==> config.mk <==
export PLATFORM = sky130hd
export DESIGN_NAME = act_mux_ctrl
export DESIGN_NICKNAME = d
export VERILOG_FILES = /design/src/rtl/act_pkg.sv /design/src/rtl/act_mux_ctrl_len_calc.sv /design/src/rtl/act_mux_ctrl.sv
export SDC_FILE = /design/constraint.sdc
export NUM_CORES = 1
export LEC_CHECK = 0
export CORE_MARGIN = 10
export CORE_UTILIZATION = 40
export CTS_CLUSTER_DIAMETER = 50
export DETAILED_ROUTE_END_ITERATION = 6
export PLACE_DENSITY_LB_ADDON = 0.2
export SKIP_LAST_GASP = 1
export SYNTH_ARGS = -nofsm -noshare
export SYNTH_HDL_FRONTEND = slang
export SYNTH_SLANG_ARGS = --single-unit
==> constraint.sdc <==
create_clock -name clk -period 10.9 [get_ports clk]
set_input_delay 2.725 -clock clk [delete_from_list [all_inputs] [get_ports clk]]
set_output_delay 2.725 -clock clk [all_outputs]
set_load 0.01 [all_outputs]
==> src/rtl/act_pkg.sv <==
// Shared types and constants for the activation-mux layer sequencer.
// Also holds the act_mux config word layout and the command legality rule.
package act_pkg;

    localparam int unsigned IMG_DIM_W = 12;
    localparam int unsigned CH_W      = 16;
    localparam int unsigned MAX_CH    = 256;
    localparam int unsigned LEN_W     = 32;
    localparam int unsigned PROD_W    = 30;
    localparam int unsigned AREA_W    = 2 * IMG_DIM_W;
    localparam int unsigned GRP_W     = 6;
    localparam int unsigned CFG_W     = 32;
    localparam int unsigned DATA_W    = 64;
    localparam int unsigned ST_W      = 3;

    localparam int unsigned IMG_W_LSB = 0;
    localparam int unsigned IMG_H_LSB = 12;

    typedef enum logic [ST_W-1:0] {
        S_IDLE  = 3'd0,
        S_CALC  = 3'd1,
        S_CFG0  = 3'd2,
        S_CFG1  = 3'd3,
        S_RUN   = 3'd4,
        S_DRAIN = 3'd5,
        S_FIN   = 3'd6
    } state_e;

    typedef struct packed {
        logic [IMG_DIM_W-1:0] img_h;
        logic [IMG_DIM_W-1:0] img_w;
        logic [CH_W-1:0]      ch_num;
    } layer_cmd_t;

    function automatic logic cmd_illegal(input layer_cmd_t c);
        return (c.img_h == '0) || (c.img_w == '0) || (c.ch_num == '0) ||
               (c.ch_num > CH_W'(MAX_CH));
    endfunction

    // First act_mux config word: {8'h00, img_h, img_w}.
    function automatic logic [CFG_W-1:0] cfg_word0(input layer_cmd_t c);
        logic [CFG_W-1:0] w;
        w = '0;
        w[IMG_H_LSB +: IMG_DIM_W] = c.img_h;
        w[IMG_W_LSB +: IMG_DIM_W] = c.img_w;
        return w;
    endfunction

endpackage

==> src/rtl/act_mux_ctrl_len_calc.sv <==
// Two-stage registered beat-count calculator: total_len = h * w * ceil(ch/8) * 2.
// Stage 1 forms the pixel area and group count, stage 2 the final product.
module len_calc
    import act_pkg::*;
(
    input  logic                 clk,
    input  logic                 rst_n,
    input  logic                 valid_i,
    input  logic [IMG_DIM_W-1:0] img_h_i,
    input  logic [IMG_DIM_W-1:0] img_w_i,
    input  logic [CH_W-1:0]      ch_num_i,
    output logic                 valid_o,
    output logic [LEN_W-1:0]     total_len_o
);

    logic [AREA_W-1:0] area_q, area_d;
    logic [GRP_W-1:0]  grp_q, grp_d;
    logic              s1_vld_q;
    logic [LEN_W-1:0]  len_q, len_d;
    logic              s2_vld_q;
    logic [CH_W:0]     ch_pad;
    logic [PROD_W-1:0] prod;

    // Legal commands are at most 4095*4095*32, so the area*groups product fits in 30 bits.
    always_comb begin
        ch_pad = {1'b0, ch_num_i} + (CH_W + 1)'(7);
        grp_d  = GRP_W'(ch_pad >> 3);
        area_d = AREA_W'(img_h_i) * AREA_W'(img_w_i);
        prod   = PROD_W'(area_q) * PROD_W'(grp_q);
        len_d  = LEN_W'(prod) << 1;
    end

    always_ff @(posedge clk) begin
        if (!rst_n) begin
            area_q   <= '0;
            grp_q    <= '0;
            s1_vld_q <= 1'b0;
            len_q    <= '0;
            s2_vld_q <= 1'b0;
        end else begin
            s1_vld_q <= valid_i;
            s2_vld_q <= s1_vld_q;
            if (valid_i) begin
                area_q <= area_d;
                grp_q  <= grp_d;
            end
            if (s1_vld_q) begin
                len_q <= len_d;
            end
        end
    end

    assign valid_o     = s2_vld_q;
    assign total_len_o = len_q;

endmodule

==> src/rtl/act_mux_ctrl.sv <==
// Layer sequencer in front of act_mux: configures it, gates the activation stream
// to exactly total_len beats and signals completion from the act output monitor.
module act_mux_ctrl
    import act_pkg::*;
(
    input  logic                 clk,
    input  logic                 rst_n,
    input  logic                 cmd_valid,
    output logic                 cmd_ready,
    input  logic [IMG_DIM_W-1:0] cmd_img_h,
    input  logic [IMG_DIM_W-1:0] cmd_img_w,
    input  logic [CH_W-1:0]      cmd_ch_num,
    output logic                 m_config_valid,
    input  logic                 m_config_ready,
    output logic [CFG_W-1:0]     m_config_data,
    input  logic                 up_data_valid,
    output logic                 up_data_ready,
    input  logic [DATA_W-1:0]    up_data,
    output logic                 dn_data_valid,
    input  logic                 dn_data_ready,
    output logic [DATA_W-1:0]    dn_data,
    input  logic                 act_valid_mon,
    input  logic                 act_ready_mon,
    output logic                 busy,
    output logic                 done,
    output logic                 err,
    output logic [ST_W-1:0]      status
);

    state_e           state_q, state_d;
    logic [CFG_W-1:0] cfg0_q, cfg0_d;
    logic [LEN_W-1:0] total_len_q, total_len_d;
    logic [LEN_W-1:0] in_cnt_q, in_cnt_d;
    logic [LEN_W-1:0] out_cnt_q, out_cnt_d;
    logic             err_q, err_d;
    logic             done_q, done_d;

    layer_cmd_t       cmd_in;
    logic             calc_start;
    logic             len_vld;
    logic [LEN_W-1:0] len_total;
    logic             gate;
    logic             in_hs;
    logic             out_hs;
    logic             out_cnt_en;

    assign cmd_in = '{img_h: cmd_img_h, img_w: cmd_img_w, ch_num: cmd_ch_num};

    len_calc u_len_calc (
        .clk         (clk),
        .rst_n       (rst_n),
        .valid_i     (calc_start),
        .img_h_i     (cmd_img_h),
        .img_w_i     (cmd_img_w),
        .ch_num_i    (cmd_ch_num),
        .valid_o     (len_vld),
        .total_len_o (len_total)
    );

    // Stream gate is combinational so the beat stops on the exact count with no slip.
    assign gate       = (state_q == S_RUN) && (in_cnt_q < total_len_q);
    assign out_cnt_en = (state_q == S_CFG1) || (state_q == S_RUN) ||
                        (state_q == S_DRAIN) || (state_q == S_FIN);
    assign in_hs      = up_data_valid & up_data_ready;
    assign out_hs     = act_valid_mon & act_ready_mon & out_cnt_en;

    always_comb begin
        state_d     = state_q;
        cfg0_d      = cfg0_q;
        total_len_d = total_len_q;
        in_cnt_d    = in_cnt_q;
        out_cnt_d   = out_cnt_q;
        err_d       = err_q;
        done_d      = 1'b0;
        calc_start  = 1'b0;

        if (in_hs) begin
            in_cnt_d = in_cnt_q + LEN_W'(1);
        end
        // Output counter saturates; any handshake past the layer length is a monitor violation.
        if (out_hs) begin
            if (out_cnt_q < total_len_q) begin
                out_cnt_d = out_cnt_q + LEN_W'(1);
            end else begin
                err_d = 1'b1;
            end
        end

        case (state_q)
            S_IDLE: begin
                if (cmd_valid) begin
                    err_d  = 1'b0;
                    cfg0_d = cfg_word0(cmd_in);
                    if (cmd_illegal(cmd_in)) begin
                        err_d  = 1'b1;
                        done_d = 1'b1;
                    end else begin
                        calc_start  = 1'b1;
                        in_cnt_d    = '0;
                        out_cnt_d   = '0;
                        total_len_d = '0;
                        state_d     = S_CALC;
                    end
                end
            end
            S_CALC: begin
                if (len_vld) begin
                    total_len_d = len_total;
                    state_d     = S_CFG0;
                end
            end
            S_CFG0: begin
                if (m_config_ready) begin
                    state_d = S_CFG1;
                end
            end
            S_CFG1: begin
                if (m_config_ready) begin
                    state_d = S_RUN;
                end
            end
            S_RUN: begin
                if (in_cnt_d == total_len_q) begin
                    if (out_cnt_d == total_len_q) begin
                        state_d = S_FIN;
                        done_d  = 1'b1;
                    end else begin
                        state_d = S_DRAIN;
                    end
                end
            end
            S_DRAIN: begin
                if (out_cnt_d == total_len_q) begin
                    state_d = S_FIN;
                    done_d  = 1'b1;
                end
            end
            S_FIN: begin
                state_d = S_IDLE;
            end
            default: begin
                state_d = S_IDLE;
            end
        endcase
    end

    always_ff @(posedge clk) begin
        if (!rst_n) begin
            state_q     <= S_IDLE;
            cfg0_q      <= '0;
            total_len_q <= '0;
            in_cnt_q    <= '0;
            out_cnt_q   <= '0;
            err_q       <= 1'b0;
            done_q      <= 1'b0;
        end else begin
            state_q     <= state_d;
            cfg0_q      <= cfg0_d;
            total_len_q <= total_len_d;
            in_cnt_q    <= in_cnt_d;
            out_cnt_q   <= out_cnt_d;
            err_q       <= err_d;
            done_q      <= done_d;
        end
    end

    always_comb begin
        m_config_valid = 1'b0;
        m_config_data  = '0;
        if (state_q == S_CFG0) begin
            m_config_valid = 1'b1;
            m_config_data  = cfg0_q;
        end else if (state_q == S_CFG1) begin
            m_config_valid = 1'b1;
            m_config_data  = total_len_q;
        end
    end

    assign cmd_ready     = (state_q == S_IDLE);
    assign busy          = (state_q != S_IDLE);
    assign up_data_ready = dn_data_ready & gate;
    assign dn_data_valid = up_data_valid & gate;
    assign dn_data       = up_data;
    assign done          = done_q;
    assign err           = err_q;
    assign status        = state_q;

endmodule

# Yosys cells after proc, flatten, opt, wreduce, memory -nomap -nowiden
# Cells that the tools add are included.
# W data, S select, Z words.
# word_totals
register_bits,187
input_bits,112
out_inout_bits,106
word_cells,94
# classes
n_addsub,3
n_mul,2
order_cmp,3
n_eq_ne,15
n_mux,38
n_bitwise,5
reduce_logical,16
# ops
operator,n
$mux W32,14
$add A32 B1 Y32 const B,2
$eq A32 B32 Y1,2
$lt A32 B32 Y1,2
$pmux W32 S2,1
$mul A24 B6 Y30,1
$logic_not A12 Y1,2
$mul A12 B12 Y24,1
$mux W3,7
$pmux W3 S6,1
$gt A16 B9 Y1 const B,1
$logic_not A16 Y1,1
$mux W1,13
$add A9 B3 Y9 const B,1
$eq A3 B3 Y1 const B,3
$ne A2 B2 Y1 const B,4
$reduce_and A7 Y1,1
$eq A3 B2 Y1 const B,2
$logic_or A1 B1 Y1,6
$ne A2 B1 Y1 const B,3
$and A1 B1 Y1,5
$reduce_and A4 Y1,1
$eq A3 B1 Y1 const B,1
$logic_not A3 Y1,1
6 further kinds,6

# Depth between registers and ports, before layout
# Gate-level depths: netlist of run 1.
# logic_depth
depth_word,10
ltp_mapped,24

# By module
# Synthesis of run 1 repeated with hierarchy kept, for this count alone.
# unflattened
cells_unflattened,2672
hier_area_um2,21480.6
# by_module_without_submodules
mod,n_inst,cells_per_inst,area_each_um2,seq_area_each_um2
len_calc,1,1346,11299.6,1241.2
act_mux_ctrl,1,1326,10181.0,2502.4

# Worst setup path after synthesis of run 1
# No wires, ideal clock.
# synth_timing
path_kind,input-to-reg
start,input cmd_img_w[5]
end,register u_len_calc.area_q[23]
setup_time_ns,0.122
arrival_ns,7.744
path_slack_ns,3.034
path_stages,20
path_buffers,1
cell_sequence,clkbuf_1 > nand2_1 > fa_1 > fa_1 > fa_1 > inv_1 > fa_1 > inv_1 > fa_1 > inv_1 > ha_1 > a21oi_1 > o21ai_0 > a41oi_1 > a21boi_0 > and4_1 > o31a_1 > a31oi_1 > nor2_1 > a311o_1
# synth_between
elab_chain_cells,7
elab_cells_between_ends,8
cone_classes,1 x mul; 3 x mux; 4 x reduce/logical
# synth_lines
element,line,source
from (decl),act_mux_ctrl.sv:11,"input logic [IMG_DIM_W-1:0] cmd_img_w,"
"parallel branches: the longest is 7 deep, another holds $mul A12 B12 Y24",n/a,
to (signal assigned),act_mux_ctrl_len_calc.sv:44,area_q <= area_d;
to (decl),act_mux_ctrl_len_calc.sv:16,"logic [AREA_W-1:0] area_q, area_d;"
# Parallel ways; which one is timed is not known.
# A chain may end at the register's enable or synchronous reset.

# Worst setup path after layout of run 1
# layout_timing
start,input cmd_img_w[5]
end,register u_len_calc.area_q[22]
# Same word-level chain as after synthesis.

==> results of run 1 <==
registers in the layout, indices dropped and copies added (netlist names), 3 cells and up:
| register | flops |
|---|---|
| cfg0_q | 24 |
| in_cnt_q | 32 |
| total_len_q | 30 |
| u_len_calc.grp_q | 6 |
| out_cnt_q | 32 |
| u_len_calc.total_len_o | 30 |
| status | 3 |
| u_len_calc.area_q | 24 |
kinds of logic (layout without fill, tap and decap cells):
family          count (synthesis)  count (layout)  share of synthesized area
compound gates                372             372                      0.124
simple gates                 1000            1000                      0.233
other cells                     1               1                   0.000183
buf+inv                       482             438                      0.103
fa+ha+maj                     349             349                      0.282
mux                            51              51                     0.0249
flops                         185             185                      0.181
xor+xnor                      120             120                     0.0523
worst max-delay path, stage by stage:
cell and delay [ns]:
clkdlybuf4s50_1 0.87, nand2_1 0.16, fa_1 0.53, fa_1 0.54, inv_1 0.05, ha_1 0.30
fa_1 0.54, inv_1 0.05, fa_1 0.52, inv_1 0.04, ha_1 0.29, a21boi_0 0.26
o21ai_0 0.14, a21boi_0 0.27, o21ai_0 0.16, a21oi_1 0.26, o2111ai_1 0.20, a21boi_0 0.32
o211ai_1 0.16, and3_1 0.20, o41ai_1 0.28
cell type report:
| type | instances | share of cell area |
|---|---|---|
| clock buffers | 18 | 0.0195 |
| clock inverters | 14 | 0.00737 |
| inverters | 281 | 0.0479 |
| multi-input cells | 1893 | 0.667 |
| flip-flops and latches | 185 | 0.168 |
| well taps | 672 | 0.0381 |
| repair buffers | 125 | 0.0525 |
where the power goes:
group,switching [µW],total (µW),internal [µW]
Combinational,618,1080,462
Clock,323,649,326
Sequential,18.8,705,686
Total,960,2430,1470
per-layer routing:
metal | share of wire | track usage | vias to the layer above
met5 | 0 | 0 | -
met4 | 0.035 | 0.0770 | 0
met3 | 0.049 | 0.0311 | 117
met2 | 0.48 | 0.354 | 525
met1 | 0.44 | 0.264 | 8735
li1 | - | - | 8355
cells in the mapped netlist (28+ instances only):
library cell  count  area [µm²]
clkbuf_1        108         405
nor4_1           30         188
and2_1           87         544
xor2_1           35         307
nand2_1         410        1540
o21ai_0          40         200
xnor2_1          83         727
buf_4            67         503
nand3_1         100         500
inv_1           279        1050
nand4_1          28         175
a21oi_1         148         741
nor3_1           35         175
ha_1            160        2000
mux2i_1          51         510
and3_1           36         225
dfxtp_1         185        3700
nor2_1          177         664
fa_1            189        3780
how the worst max path moves through the flow:
stage	start	cells past startpoint	to	slack (ns)
floorplan	cmd_img_w[5]	20	u_len_calc.area_q[23]	3.03
CTS	cmd_img_w[5]	21	u_len_calc.area_q[22]	2.41
detailed placement	cmd_img_w[5]	21	u_len_calc.area_q[22]	1.95
global placement	cmd_img_w[5]	20	u_len_calc.area_q[23]	2.09
finish	cmd_img_w[5]	21	u_len_calc.area_q[22]	2.37
global route	cmd_img_w[4]	21	u_len_calc.area_q[22]	1.94
stage by stage:
stage / total power, µW / instances / setup slack, ns
after floorplan: 1560 / 2560 / 3.03
after global placement: 1800 / 3156 / 2.09
after detailed placement: 1800 / 3156 / 1.95
after CTS: 2460 / 3188 / 2.41
after global routing: 2650 / 3188 / 1.94
final: 2430 / 3188 / 2.37
==> summary.md, run 1 <==
| Metric | Value |
|---|---|
| Peak VDD IR | `about 0.17 mV` |
| Die H | `roughly 250 µm` |
| Total inserted antenna cells | `0` |
| Worst slew margin | `0.274` |
| Post-synth EDFFs | `0` |
| Initial antenna violation count | `0` |
| Area of the multi-input gates | `about 15000 µm²` |
| Routability cong. | `~0.90` |
| Skew final | `around 0.015 ns` |
| Row count | `a little over 80` |
| Most frequent cells in the layout | `409 x nand2_1, 279 x inv_1, 189 x fa_1` |
| Critical Path RT | `about 11 ns` |
| Die X | `246 µm` |
| Root Driver | `clkbuf_16` |
| H-tree levels | `4` |
| Clk buf depth | `2` |
| Final setup TNS | `0 ns` |
| R2r setup slk | `between 4 and 5 ns` |
| Outcome | `finished, final reports clean` |
| Cell Pwr Density | `approximately 110 nW/µm²` |
| Mapped Cells | `roughly 2600` |
| Reg2reg path depth | `19` |
| Worst-margin pin slew | `approximately 1.1 ns` |
| Fmax | `0.117 GHz` |
| # Post-CTS Setup Buffers | `0` |
| Hold_ws | `roughly 0.46 ns` |
| Leak | `between 0.009 and 0.01 µW` |
| Hold depth | `2` |
| IO Port Bufs | `between 80 and 90` |
| GRT Overall Usage | `0.209` |
| Hpwl dp | `48.7 mm` |
| Register area share after synthesis | `0.181` |
| Endpoint class of the critical path | `flop` |
| Initial DRC Count | `around 1100` |
| Hold Crit Class | `flop to flop` |
| CTS Hold Bufs | `0` |
| Mean Syn Cell Area | `~8.0 µm²` |
| GR Overflow Total | `0` |
| Vias per cell | `approximately 5.6` |
| Post-route antenna net violation count | `0` |
| Library cells used by synthesis | `94` |
| Layout Nets | `between 2000 and 3000` |
| Crit path kind | `primary input to flop` |
| Final hold violation count | `0` |
| Final WL | `approximately 63 mm` |
| Die area | `around 60000 µm²` |
| FF+latch count, synth | `185` |
| IO Pins | `roughly 220` |
| Largest net degree at the start of global routing | `between 60 and 70` |
| Post-CTS Resized | `0` |
| Clock buffer count from CTS | `17` |
| Vias | `roughly 18000` |
| RSZ-0062 raised after global routing | `no` |
| Clock-pin slew on the worst setup and hold paths | `0.08 ns` |
| Arrival time at the worst endpoint | `around 8.9 ns` |
| Ys Warns | `0` |
| Min Tclk post-route | `8.53 ns` |
| Setup-failing EPs final | `0` |
| TritonCTS clock tree | `yes` |
| Remaining routing DRC violations | `0` |
| Hold Startpoint | `cfg0_q[4]` |
| RR Startpoint | `u_len_calc.grp_q[0]` |
| Synthesized area | `a little over 20000 µm²` |
| Area after DPL | `approximately 21000 µm²` |
| Main synth FF type | `dfxtp_1` |
| Fin crit share | `0.782` |
| Max cap viols | `0` |
| Hold path endpoint | `cfg0_q[4]` |
| Share of cells above drive strength 1 | `0.0425` |
| Register area | `~3700 µm²` |
| Worst r2r dst | `u_len_calc.total_len_o[30]` |
| Design area | `approximately 22000 µm²` |
| Clock sink total | `between 150 and 200` |
| Initial Util | `0.407` |
| Layout area overhead | `7.63%` |
| Routed wire per std cell | `~20 µm` |
| CP Launch Type | `primary input` |
| Fillers | `a little over 5000` |
| First-pass GRT wire length | `~100 mm` |
| Crit path max fanout | `14` |
| Max-slew violation count | `0` |
| Skew-Pair Late Insertion Delay | `between 0.4 and 0.5 ns` |
| Core ar. | `around 50000 µm²` |
| Commonest non-fill, non-tap cell in the layout | `nand2_1` |
| Vias in the first global route | `about 18000` |
| Share of flip-flops with an asynchronous set or reset | `0` |
| Final core occ | `0.438` |
| Pre-Repair DR Iteration Count | `5` |
| Post-synth net total | `between 3000 and 4000` |
(Power assumes the default switching activity.)
==> inputs of run 2 (changes only) <==
==> constraint.sdc (replaced) <==
create_clock -name clk -period 8.3 [get_ports clk]
set_input_delay 2.075 -clock clk [delete_from_list [all_inputs] [get_ports clk]]
set_output_delay 2.075 -clock clk [all_outputs]
set_load 0.01 [all_outputs]
==> summary.md, run 2 (synthesis gave the netlist of run 1 again) <==
| Metric | Value |
|---|---|
| Peak VDD IR | `~0.25 mV` |
| # Post-CTS Setup Buffers | `0` |
| Fmax | `approximately 0.13 GHz` |
| Crit path kind | `primary input to flop` |
| Routability cong. | `0.934` |
| Min Tclk post-route | `about 7.7 ns` |
| GRT Overall Usage | `0.209` |
| Arrival time at the worst endpoint | `approximately 8 ns` |
| Post-CTS Resized | `0` |
| Clock buffer count from CTS | `17` |
| Layout Nets | `between 2000 and 3000` |
| Vias in the first global route | `between 15000 and 20000` |
| IO Port Bufs | `a little under 90` |
| RSZ-0062 raised after global routing | `no` |
| CP top delay family | `adder cells` |
| Skew-Pair Late Insertion Delay | `around 0.46 ns` |
| Slowest-stage cell, CP | `clkdlybuf4s50_1` |
| Clock-pin slew on the worst setup and hold paths | `roughly 0.070 ns` |
| Core ar. | `just over 50000 µm²` |
| First-pass GRT wire length | `between 100 and 150 mm` |
| Clk buf depth | `2` |
| CP Launch Type | `primary input` |
| Initial DRC Count | `around 1100` |
| Initial antenna violation count | `0` |
| Die H | `between 200 and 250 µm` |
| Commonest non-fill, non-tap cell in the layout | `nand2_1` |
| Register area | `roughly 3700 µm²` |
| Design area | `roughly 22000 µm²` |
| Remaining routing DRC violations | `0` |
| Worst slew margin | `0.300` |
| Hold Crit Class | `flop to flop` |
| GR Overflow Total | `0` |
| Largest net degree at the start of global routing | `between 60 and 70` |
| Largest registers | `in_cnt_q x32, out_cnt_q x32` |
| Share of cells above drive strength 1 | `0.0512` |
| Total inserted antenna cells | `0` |
| Met3 Routed Length | `between 3 and 4 mm` |
| Hold_ws | `0.455 ns` |
| Metal1 wirelength | `26.8 mm` |
| Hpwl dp | `approximately 50 mm` |
| Crit path max fanout | `11` |
| Worst-margin pin slew | `1.05 ns` |
| Routed wire per std cell | `between 15 and 20 µm` |
| CTS Hold Bufs | `0` |
| Vias | `17700` |
| Clock sink total | `185` |
| Layout area overhead | `8.52%` |
| Final setup TNS | `0 ns` |
| Max cap viols | `0` |
| Highest routed layer | `met4` |
| Worst Setup SP | `cmd_img_w[3]` |
| Initial Util | `0.407` |
| Final WL | `roughly 62 mm` |
| Cell chain of the critical path | `clkdlybuf4s50_1 > buf_4 > nand2_1 > fa_1 > inv_1 > ha_1 > fa_1 > ha_1 > inv_1 > fa_1 > inv_1 > ha_1 > nor2b_1 > o21ai_0 > a21boi_0 > o21ai_0 > a21boi_0 > o21ai_0 > a21oi_1 > o2111ai_1 > a21boi_0 > o211ai_1 > and3_1 > o41ai_1` |
| Leak | `around 0.0096 µW` |
| Critical Path RT | `8.64 ns` |
| RR Startpoint | `u_len_calc.grp_q[2]` |
| Cell Pwr Density | `approximately 140 nW/µm²` |
| TritonCTS clock tree | `yes` |
| Outcome | `finished, final reports clean` |
| Post-route antenna net violation count | `0` |
| Most frequent cells in the layout | `409 x nand2_1, 279 x inv_1, 189 x fa_1` |
| Skew final | `between 0.01 and 0.015 ns` |
| Hold Startpoint | `cfg0_q[23]` |
| Row count | `roughly 80` |
| Crit path depth | `24` |
| Area of the multi-input gates | `~15000 µm²` |
| Fin crit share | `0.932` |
| Fillers | `about 5000` |
| H-tree levels | `4` |
| Endpoint class of the critical path | `flop` |
| Reg2reg path depth | `20` |
| Vias per cell | `around 5.5` |
| IO Pins | `roughly 220` |
| Met2 Wirelength | `around 30 mm` |
| Pre-Repair DR Iteration Count | `7` |
| Max-slew violation count | `0` |
| Final hold violation count | `0` |
| Buf/Inv on CP | `5` |
| Die area | `60700 µm²` |
| Root Driver | `clkbuf_16` |
| Hold depth | `2` |
| Die X | `between 200 and 250 µm` |
| Area after DPL | `21600 µm²` |
| Max incr delay on CP | `approximately 0.8 ns` |
| Setup-failing EPs final | `0` |
[run 2: cell count changes in the layout (fill, tap and decap cells not counted)]
cell        before  now
clkinvlp_4       5    2
clkinv_8         2    0
clkinv_2         1    2
clkbuf_8         0    1
bufinv_16        1    2
buf_4           37   60
clkinv_4         1    3
[run 2: layout make-up]
type	count	share of cell area
clock buffers	19	0.0199
clock inverters	13	0.00720
inverters	281	0.0475
multi-input cells	1893	0.661
flip-flops and latches	185	0.167
well taps	672	0.0378
repair buffers	148	0.0599
[run 2: tightest hold or removal path, cell delays in order (launching register included)]
cell and delay, ns:
dfxtp_1 0.31, nand2_1 0.05, a21oi_1 0.05
[run 2: power by group]
group          internal, µW  total (µW)  switching, µW  leakage (µW)
combinational           612        1420            809       0.00783
sequential              901         926           24.6       0.00149
clock                   462         865            403      0.000291
[run 2: per-stage QoR]
step	std cells	util	total power, µW	setup slack, ns
6_report	3211	0.441	3210	0.563
5_1_grt	3211	0.441	3490	0.0871
4_1_cts	3211	0.441	3250	0.617
3_5_place_dp	3179	0.430	2370	0.150
3_3_place_gp	3179	0.430	2370	0.246
2_1_floorplan	2560	-	2050	1.08
[run 2: final timing paths]
kind	to	slack (ns)
worst max-delay path	u_len_calc.area_q[22]	0.56
worst min-delay path	cfg0_q[23]	0.46
worst max register to register	u_len_calc.total_len_o[30]	2.17
worst min register to register	cfg0_q[23]	0.46
[run 2: metal layers]
layer	vias to the layer above	global-route usage
li1	8386	-
met1	8686	0.257
met2	519	0.354
met3	140	0.0361
met4	0	0.0864
met5	-	0
==> inputs of run 3 (changes only) <==
--- a/config.mk
+++ b/config.mk
@@ -5,12 +5,15 @@
 export SDC_FILE = /design/constraint.sdc
 export NUM_CORES = 1
 export LEC_CHECK = 0
+export CORE_ASPECT_RATIO = 1.75
 export CORE_MARGIN = 10
 export CORE_UTILIZATION = 40
 export CTS_CLUSTER_DIAMETER = 50
 export DETAILED_ROUTE_END_ITERATION = 6
 export PLACE_DENSITY_LB_ADDON = 0.2
 export SKIP_LAST_GASP = 1
+export SLEW_MARGIN = 10
 export SYNTH_ARGS = -nofsm -noshare
 export SYNTH_HDL_FRONTEND = slang
 export SYNTH_SLANG_ARGS = --single-unit
+export TNS_END_PERCENT = 1
==> summary.md, run 3 (synthesis gave the netlist of run 1 again) <==
| Metric | Value |
|---|---|
| Final hold violation count | `0` |
| Hold Crit Class | `flop to flop` |
| IO Port Bufs | `a little under 90` |
| RR Startpoint | `total_len_q[24]` |
| Pre-Repair DR Iteration Count | `5` |
| Vias per cell | `5.65` |
| Commonest non-fill, non-tap cell in the layout | `nand2_1` |
| CP Launch Type | `primary input` |
| Peak VDD IR | `roughly 0.29 mV` |
| CTS Hold Bufs | `0` |
| Remaining routing DRC violations | `0` |
| Initial DRC Count | `~1000` |
| Clock-pin slew on the worst setup and hold paths | `approximately 0.09 ns` |
| Max cap viols | `0` |
| Met3 Routed Length | `2.92 mm` |
| # Post-CTS Setup Buffers | `0` |
| Highest routed layer | `met5` |
| H-tree levels | `4` |
| Layout Nets | `approximately 3000` |
| Endpoint class of the critical path | `flop` |
| Setup ws final | `0.567 ns` |
| Worst Setup SP | `cmd_img_w[4]` |
| Die H | `319 µm` |
| Layout area overhead | `8.92%` |
| Final setup TNS | `0 ns` |
| Clk buf depth | `2` |
| Worst slew margin | `0.256` |
| Initial Util | `0.405` |
| Fin crit share | `0.932` |
| Hold Startpoint | `cfg0_q[13]` |
| Leak | `~0.0097 µW` |
| Largest registers | `in_cnt_q x32, out_cnt_q x32` |
| Max-slew violation count | `0` |
| Die area | `between 60000 and 70000 µm²` |
| Largest net degree at the start of global routing | `69` |
| Core ar. | `50600 µm²` |
| Cell Pwr Density | `roughly 150 nW/µm²` |
| Routability cong. | `around 1` |
| RSZ-0062 raised after global routing | `no` |
| Routed wire per std cell | `about 24 µm` |
| Crit path max fanout | `11` |
| Hpwl dp | `61.6 mm` |
| Final WL | `about 76 mm` |
| Most frequent cells in the layout | `409 x nand2_1, 279 x inv_1, 189 x fa_1` |
| Setup-failing EPs final | `0` |
| Initial antenna violation count | `1` |
| Die X | `191 µm` |
| Min Tclk post-route | `7.73 ns` |
| Pre-CTS setup slack | `around 0.12 ns` |
| Outcome | `finished, final reports clean` |
| Critical Path RT | `about 8.7 ns` |
| Vias | `18100` |
| Clock buffer count from CTS | `17` |
| IO Pins | `roughly 220` |
| GR Overflow Total | `0` |
| Arrival time at the worst endpoint | `around 8 ns` |
| TritonCTS clock tree | `yes` |
| Fmax | `approximately 0.13 GHz` |
| Root Driver | `clkbuf_16` |
| Vias in the first global route | `between 15000 and 20000` |
| Row count | `109` |
| Skew final | `0.0242 ns` |
| First-pass GRT wire length | `~120 mm` |
| Skew-Pair Late Insertion Delay | `between 0.4 and 0.5 ns` |
| Post-CTS Resized | `0` |
| Metal1 wirelength | `~25 mm` |
| Worst-margin pin slew | `about 1.1 ns` |
| Share of cells above drive strength 1 | `0.0538` |
| GRT Overall Usage | `0.250` |
| Total inserted antenna cells | `0` |
| Post-route antenna net violation count | `0` |
| Clock sink total | `roughly 190` |
| Crit path kind | `primary input to flop` |
| Met2 Wirelength | `approximately 42 mm` |
[run 3: cell type report]
cell class | count | area, µm²
fillers | 5167 | 28300
multi-input cells | 1893 | 14700
flip-flops and latches | 185 | 3700
repair buffers | 154 | 1390
inverters | 281 | 1060
well taps | 666 | 833
clock buffers | 17 | 425
clock inverters | 15 | 195
[run 3: metal layers]
| metal | track usage | vias up |
|---|---|---|
| met5 | 0 | - |
| met4 | 0.181 | 2 |
| met3 | 0.0318 | 236 |
| met2 | 0.478 | 551 |
| met1 | 0.236 | 8930 |
| li1 | - | 8411 |
[run 3: metrics by stage]
stage	total power [µW]	std cells	hold WS, ns	util	instance area (µm²)
global route	3550	3211	0.478	0.441	22300
CTS	3340	3211	0.461	0.441	22300
finish	3280	3211	0.457	0.441	22300
global placement	2440	3179	0.445	0.429	21700
detailed placement	2440	3179	0.449	0.429	21700
floorplan	2050	2560	0.432	-	20500
[run 3: worst paths after layout]
path	to	slack, ns	cells past startpoint
hold reg to reg	cfg0_q[13]	0.46	2
setup / recovery	u_len_calc.area_q[22]	0.57	24
hold / removal	cfg0_q[13]	0.46	2
setup reg to reg	done	2.01	14
[run 3: critical path, cell delays in order]
cell and delay (ns):
clkdlybuf4s50_1 0.75, buf_4 0.21, nand2_1 0.06, fa_1 0.50, inv_1 0.04, ha_1 0.19
fa_1 0.54, ha_1 0.31, inv_1 0.05, fa_1 0.53, inv_1 0.05, ha_1 0.30
nor2b_1 0.17, o21ai_0 0.11, a21boi_0 0.25, o21ai_0 0.13, a21boi_0 0.27, o21ai_0 0.16
a21oi_1 0.25, o2111ai_1 0.18, a21boi_0 0.32, o211ai_1 0.17, and3_1 0.20, o41ai_1 0.29
[run 3: power breakdown]
| part | total, µW | internal (µW) | switching [µW] |
|---|---|---|---|
| Clock | 882 | 414 | 467 |
| Combinational | 1490 | 621 | 868 |
| Sequential | 912 | 901 | 10.4 |
| Total | 3280 | 1940 | 1350 |
